<file path="src/rtl/pr_hrav_pr_sequencer_pkg.sv">
// Shared definitions for the PR sequencer: FSM state encodings and PR result codes.
// The dispatcher debug path imports the same package to decode state and status.
package pr_hrav_pr_sequencer_pkg;

    typedef enum logic [2:0] {
        ST_IDLE     = 3'd0,
        ST_DRAIN    = 3'd1,
        ST_DECOUPLE = 3'd2,
        ST_RECONF   = 3'd3,
        ST_SETTLE   = 3'd4,
        ST_RECOUPLE = 3'd5,
        ST_DONE     = 3'd6
    } state_t;

    localparam logic [1:0] PR_STAT_OK       = 2'b00;
    localparam logic [1:0] PR_STAT_DRAIN_TO = 2'b01;
    localparam logic [1:0] PR_STAT_ICAP_ERR = 2'b10;
    localparam logic [1:0] PR_STAT_ICAP_TO  = 2'b11;

endpackage

</file>
<file path="src/rtl/pr_hrav_pr_sequencer_down_counter.sv">
// Loadable down-counter shared by the drain timeout, ICAP timeout and settle delay.
// It saturates at zero so a timeout condition stays asserted until the next load.
module pr_hrav_down_counter #(
    parameter int C_CNT_W = 24
) (
    input  logic               ACLK,
    input  logic               ARESETN,
    input  logic               load,
    input  logic [C_CNT_W-1:0] load_val,
    input  logic               dec,
    output logic [C_CNT_W-1:0] value,
    output logic               zero
);

    localparam logic [C_CNT_W-1:0] ONE = C_CNT_W'(1);

    // Load has priority over decrement; decrement holds at zero.
    always_ff @(posedge ACLK) begin
        if (!ARESETN) begin
            value <= '0;
        end else if (load) begin
            value <= load_val;
        end else if (dec && (value != '0)) begin
            value <= value - ONE;
        end
    end

    assign zero = (value == '0);

endmodule

</file>
<file path="src/rtl/pr_hrav_pr_sequencer.sv">
// Partial-reconfiguration sequencer for a two-core scanner: drains the target core,
// de-couples it from the dispatcher, holds its RP reset through ICAP load and settle,
// then re-couples it. The other core keeps running untouched.
// pr_req/icap_done/icap_err are single-cycle pulses with no back-pressure: a pr_req
// seen outside IDLE is dropped and answered with a pr_reject pulse one cycle later.
module pr_hrav_pr_sequencer
    import pr_hrav_pr_sequencer_pkg::*;
#(
    parameter int C_CNT_W         = 24,
    parameter int C_DRAIN_TIMEOUT = 1024,
    parameter int C_ICAP_TIMEOUT  = 16777215,
    parameter int C_SETTLE_CYCLES = 16
) (
    input  logic       ACLK,
    input  logic       ARESETN,
    input  logic       pr_req,
    input  logic       pr_core,
    input  logic       core0_idle,
    input  logic       core1_idle,
    input  logic       icap_done,
    input  logic       icap_err,
    output logic       core_0_enb,
    output logic       core_1_enb,
    output logic       core0_rp_rstn,
    output logic       core1_rp_rstn,
    output logic       pr_busy,
    output logic       pr_done,
    output logic       pr_reject,
    output logic [1:0] pr_status,
    output state_t     dbg_state
);

    localparam logic [C_CNT_W-1:0] DRAIN_LOAD  = C_CNT_W'(C_DRAIN_TIMEOUT);
    localparam logic [C_CNT_W-1:0] ICAP_LOAD   = C_CNT_W'(C_ICAP_TIMEOUT);
    localparam logic [C_CNT_W-1:0] SETTLE_LOAD = C_CNT_W'(C_SETTLE_CYCLES - 1);

    state_t             state, state_n;
    logic               tgt, tgt_n;
    logic [1:0]         fail, fail_n;
    logic [1:0]         status, status_n;
    logic [1:0]         enb, enb_n;
    logic [1:0]         rstn, rstn_n;
    logic [1:0]         core_idle;
    logic               cnt_load, cnt_dec, cnt_zero;
    logic [C_CNT_W-1:0] cnt_val, cnt_value;

    assign core_idle = {core1_idle, core0_idle};

    pr_hrav_down_counter #(.C_CNT_W(C_CNT_W)) u_cnt (
        .ACLK     (ACLK),
        .ARESETN  (ARESETN),
        .load     (cnt_load),
        .load_val (cnt_val),
        .dec      (cnt_dec),
        .value    (cnt_value),
        .zero     (cnt_zero)
    );

    // FSM state register.
    always_ff @(posedge ACLK) begin
        if (!ARESETN) state <= ST_IDLE;
        else          state <= state_n;
    end

    // Next-state, counter control and next values of target/fail/status/enable/reset regs.
    always_comb begin
        state_n  = state;
        tgt_n    = tgt;
        fail_n   = fail;
        status_n = status;
        enb_n    = enb;
        rstn_n   = rstn;
        cnt_load = 1'b0;
        cnt_val  = '0;
        cnt_dec  = 1'b0;
        case (state)
            ST_IDLE: begin
                if (pr_req) begin
                    tgt_n    = pr_core;
                    cnt_load = 1'b1;
                    cnt_val  = DRAIN_LOAD;
                    // A core left off by a failed PR carries no traffic; skip the drain.
                    state_n  = fail[pr_core] ? ST_DECOUPLE : ST_DRAIN;
                end
            end
            ST_DRAIN: begin
                if (core_idle[tgt]) begin
                    state_n = ST_DECOUPLE;
                end else if (cnt_zero) begin
                    status_n = PR_STAT_DRAIN_TO;
                    state_n  = ST_DONE;
                end else begin
                    cnt_dec = 1'b1;
                end
            end
            ST_DECOUPLE: begin
                enb_n[tgt]  = 1'b0;
                rstn_n[tgt] = 1'b0;
                cnt_load    = 1'b1;
                cnt_val     = ICAP_LOAD;
                state_n     = ST_RECONF;
            end
            ST_RECONF: begin
                if (icap_err) begin
                    status_n    = PR_STAT_ICAP_ERR;
                    fail_n[tgt] = 1'b1;
                    state_n     = ST_DONE;
                end else if (icap_done) begin
                    cnt_load = 1'b1;
                    cnt_val  = SETTLE_LOAD;
                    state_n  = ST_SETTLE;
                end else if (cnt_zero) begin
                    status_n    = PR_STAT_ICAP_TO;
                    fail_n[tgt] = 1'b1;
                    state_n     = ST_DONE;
                end else begin
                    cnt_dec = 1'b1;
                end
            end
            ST_SETTLE: begin
                if (cnt_zero) begin
                    rstn_n[tgt] = 1'b1;
                    state_n     = ST_RECOUPLE;
                end else begin
                    cnt_dec = 1'b1;
                end
            end
            ST_RECOUPLE: begin
                enb_n[tgt]  = 1'b1;
                fail_n[tgt] = 1'b0;
                status_n    = PR_STAT_OK;
                state_n     = ST_DONE;
            end
            ST_DONE: begin
                state_n = ST_IDLE;
            end
            default: begin
                state_n = ST_IDLE;
            end
        endcase
    end

    // Registered outputs and bookkeeping; busy/done follow the state being entered.
    always_ff @(posedge ACLK) begin
        if (!ARESETN) begin
            tgt       <= 1'b0;
            fail      <= 2'b00;
            status    <= PR_STAT_OK;
            enb       <= 2'b11;
            rstn      <= 2'b11;
            pr_busy   <= 1'b0;
            pr_done   <= 1'b0;
            pr_reject <= 1'b0;
        end else begin
            tgt       <= tgt_n;
            fail      <= fail_n;
            status    <= status_n;
            enb       <= enb_n;
            rstn      <= rstn_n;
            pr_busy   <= (state_n != ST_IDLE);
            pr_done   <= (state_n == ST_DONE);
            pr_reject <= pr_req && (state != ST_IDLE);
        end
    end

    assign core_0_enb    = enb[0];
    assign core_1_enb    = enb[1];
    assign core0_rp_rstn = rstn[0];
    assign core1_rp_rstn = rstn[1];
    assign pr_status     = status;
    assign dbg_state     = state;

endmodule
</file>
<file path="config.mk">
export PLATFORM = sky130hd
export DESIGN_NAME = pr_hrav_pr_sequencer
export DESIGN_NICKNAME = d
export VERILOG_FILES = /design/src/rtl/pr_hrav_pr_sequencer_pkg.sv /design/src/rtl/pr_hrav_pr_sequencer_down_counter.sv /design/src/rtl/pr_hrav_pr_sequencer.sv
export SDC_FILE = /design/constraint.sdc
export NUM_CORES = 1
export LEC_CHECK = 0
export ABC_CLOCK_PERIOD_IN_PS = 5500
export BUFFER_PORTS_ARGS = -buffer_cell sky130_fd_sc_hd__buf_4
export CORE_UTILIZATION = 35
export DETAILED_ROUTE_END_ITERATION = 8
export GPL_ROUTABILITY_DRIVEN = 1
export HOLD_SLACK_MARGIN = 0.1
export SLEW_MARGIN = 40
export SYNTH_ARGS = -nofsm -noshare
export SYNTH_HDL_FRONTEND = slang
export SYNTH_HIERARCHICAL = 1
export SYNTH_SLANG_ARGS = --single-unit
</file>
<file path="constraint.sdc">
create_clock -name ACLK -period 5.5 [get_ports ACLK]
set_clock_uncertainty 0.2 [all_clocks]
set_input_delay 1.65 -clock ACLK [delete_from_list [all_inputs] [get_ports ACLK]]
set_output_delay 1.65 -clock ACLK [all_outputs]
set_load 0.1 [all_outputs]
</file>
==> reports/qor.csv <==
stage;metric;value;unit
worst_hold_path;min_path_type;reg2reg;
yosys;synth-seq-cells;39;
power_and_ir_drop;ir_worst_vdd;284;uV
power_and_ir_drop;leakage;0.872;nW
sta;slew_viol_final;0;
die;core;6350;sq um
layout;drive_gt1_frac;0.184;
flow_run;cap_violations;0;
yosys;synth_edf_count;0;
clocking;post_cts_resize_count;0;
yosys;synth_area_per_cell;8.49;sq um
detailed_routing;postRouteAntennaNets;0;
place;hpwl;3700;um
sta;layout_worst_path_cycle_share;0.761;
clocking;cts_hold_buf;0;
clocking;insertion_delay;0.29;ns
yosys;yosys.area.top_type;dfxtp_1;
global_route;antenna_found_initial;0;
power_and_ir_drop;finalPower;1.14;mW
layout;multiInputGateArea;1380;sq um
sta;fin_crit;4.18;ns
layout;design_area;2540;sq um
clocking;clk_pin_slew;0.08;ns
sta;fin_setup_tns;0;ns
die;num_rows;29;
sta;hold_ws;0.300;ns
place;place_area;2460;sq um
yosys;synth_flop_cell;dfxtp_1;
sta;hold_violations;0;
global_route;grt_overflow;0;
detailed_routing;wire_per_inst;15.3;um
yosys;async_reset_ff_frac;0;
clocking;clock-sinks;39;
yosys;yosysSeqAreaShare;0.341;
die;die_area;6880;sq um
yosys;synthTopCellsByArea;dfxtp_1, o21ai_0, xnor2_1, a21oi_1, a211oi_1;
sta;grt_setup_unrepaired;false;
clocking;clk_path_buf_depth;2;
yosys;synth_warnings;6;
sta;maxSlewHeadroom;0.511;
layout;regArea;781;sq um
layout;final_cells;360;
yosys;yosysMostFrequentCell;dfxtp_1;
sta;max_freq;0.239;GHz
critical_path;arrival;4.19;ns
yosys;synthCells;270;
die;die_w;82.9;um
power_and_ir_drop;p_per_area;448;nW/um^2
yosys;yosysTopAreaCellShare;0.341;
detailed_routing;drcViolationCount;0;
layout;nFillCells;646;
global_route;grtUsageTotal;0.163;
clocking;cts_buffers;5;
critical_path;cp.required;5.51;ns
detailed_routing;viasPerCell;5.73;
yosys;syn_area;2290;sq um
clocking;cts_setup_buffers;0;
layout;nets;292;
critical_path;path_max_fanout;8;
detailed_routing;vias;2064;
detailed_routing;drt_iter0_markers;131;
sta;tightestPinTransition;0.733;ns
yosys;synth_commonest_cells;dfxtp_1, o21ai_0, a21oi_1;
detailed_routing;wirelength;5500;um
critical_path;crit_path_start_kind;input pin;
critical_path;crit_path_end_kind;register;
yosys;synth_cell_type_count;57;
die;initial_utilization;0.361;
sta;setup_viol;0;
critical_path;worstSetupPathType;in2reg;
clocking;cts-root-buf;clkbuf_8;
global_route;grt_start_max_net_pins;38;
detailed_routing;dr.pass1.iters;4;
place;routabilityCongestion;0.823;
clocking;h-tree-depth;2;
global_route;grt_pass1_wl;9520;um
clocking;cts_tree;built;
die;io_pins;20;
place;dp.cells;352;
layout;antenna_cells;0;
place;port_buffers;19;
outcome;status;completed;
die;die_height;82.9;um
yosys;synth_nets;280;
layout;area_delta_synth_final;10.9;%
global_route;first_global_vias;1960;
## final timing paths
path,from,end,slack (ns),depth (start not counted)
hold reg to reg,u_cnt/value[5],u_cnt/value[5],0.30,2
hold / removal,u_cnt/value[5],u_cnt/value[5],0.30,2
setup reg to reg,u_cnt/value[11],u_cnt/value[20],1.81,9
setup / recovery,core0_idle,u_cnt/value[11],1.32,9
## placed cells by master, fill, tap and decap left out, types with 3 or more instances in the layout
| master | n |
|---|---|
| nand3_1 | 6 |
| nor4_1 | 5 |
| clkbuf_8 | 5 |
| inv_1 | 7 |
| or3_1 | 6 |
| or4_1 | 7 |
| buf_4 | 21 |
| o31ai_1 | 3 |
| nand2_1 | 12 |
| a31oi_1 | 8 |
| a211oi_1 | 9 |
| nor2_1 | 17 |
| xnor2_1 | 17 |
| or2_2 | 4 |
| o221a_1 | 3 |
| nor2b_1 | 4 |
| a21oi_1 | 25 |
| nand2b_1 | 4 |
| o21ai_0 | 30 |
| dfxtp_1 | 39 |
| o211ai_1 | 3 |
| a2111oi_2 | 4 |
## stage by stage
step / worst slack (ns) / utilization
2_1_floorplan: 1.35 / -
3_3_place_gp: 1.08 / 0.386
3_5_place_dp: 1.02 / 0.387
4_1_cts: 1.31 / 0.400
5_1_grt: 1.15 / 0.400
6_report: 1.32 / 0.400
## metal layers
metal  GRT usage  vias up  share of wire
li1            -     1039              -
met1       0.221      971           0.48
met2       0.265       50           0.47
met3      0.0318        4          0.041
met4      0.0470        0         0.0075
met5           0        -              0
## area by class of cell
type,count,share of cell area
Multi-Input combinational cell,205,0.545
Sequential cell,39,0.307
Timing Repair Buffer,21,0.0620
Tap cell,77,0.0379
Clock buffer,6,0.0286
Inverter,10,0.0148
Clock inverter,2,0.00492
## critical path, cell delays in order
cell and delay [ns]:
buf_4 0.12, mux2i_4 0.20, a22oi_1 0.14, a211oi_1 0.48, or3b_1 0.52, or4_4 0.57
a21oi_2 0.19, xnor2_1 0.08, a211oi_1 0.24
## power breakdown
| group | leakage [nW] | internal, mW | total [mW] | switching [mW] |
|---|---|---|---|---|
| clock network | 0.0412 | 0.0887 | 0.191 | 0.103 |
| registers | 0.321 | 0.339 | 0.405 | 0.0652 |
| logic | 0.510 | 0.176 | 0.543 | 0.367 |
| total | 0.872 | 0.604 | 1.14 | 0.535 |
## kinds of logic after synthesis
family / synth area share
compound gates: 0.298
simple gates: 0.209
flops: 0.341
buf+inv: 0.0584
xor+xnor: 0.0650
mux: 0.0186
fa+ha+maj: 0.0109
Power figures use the tool's default switching activity.
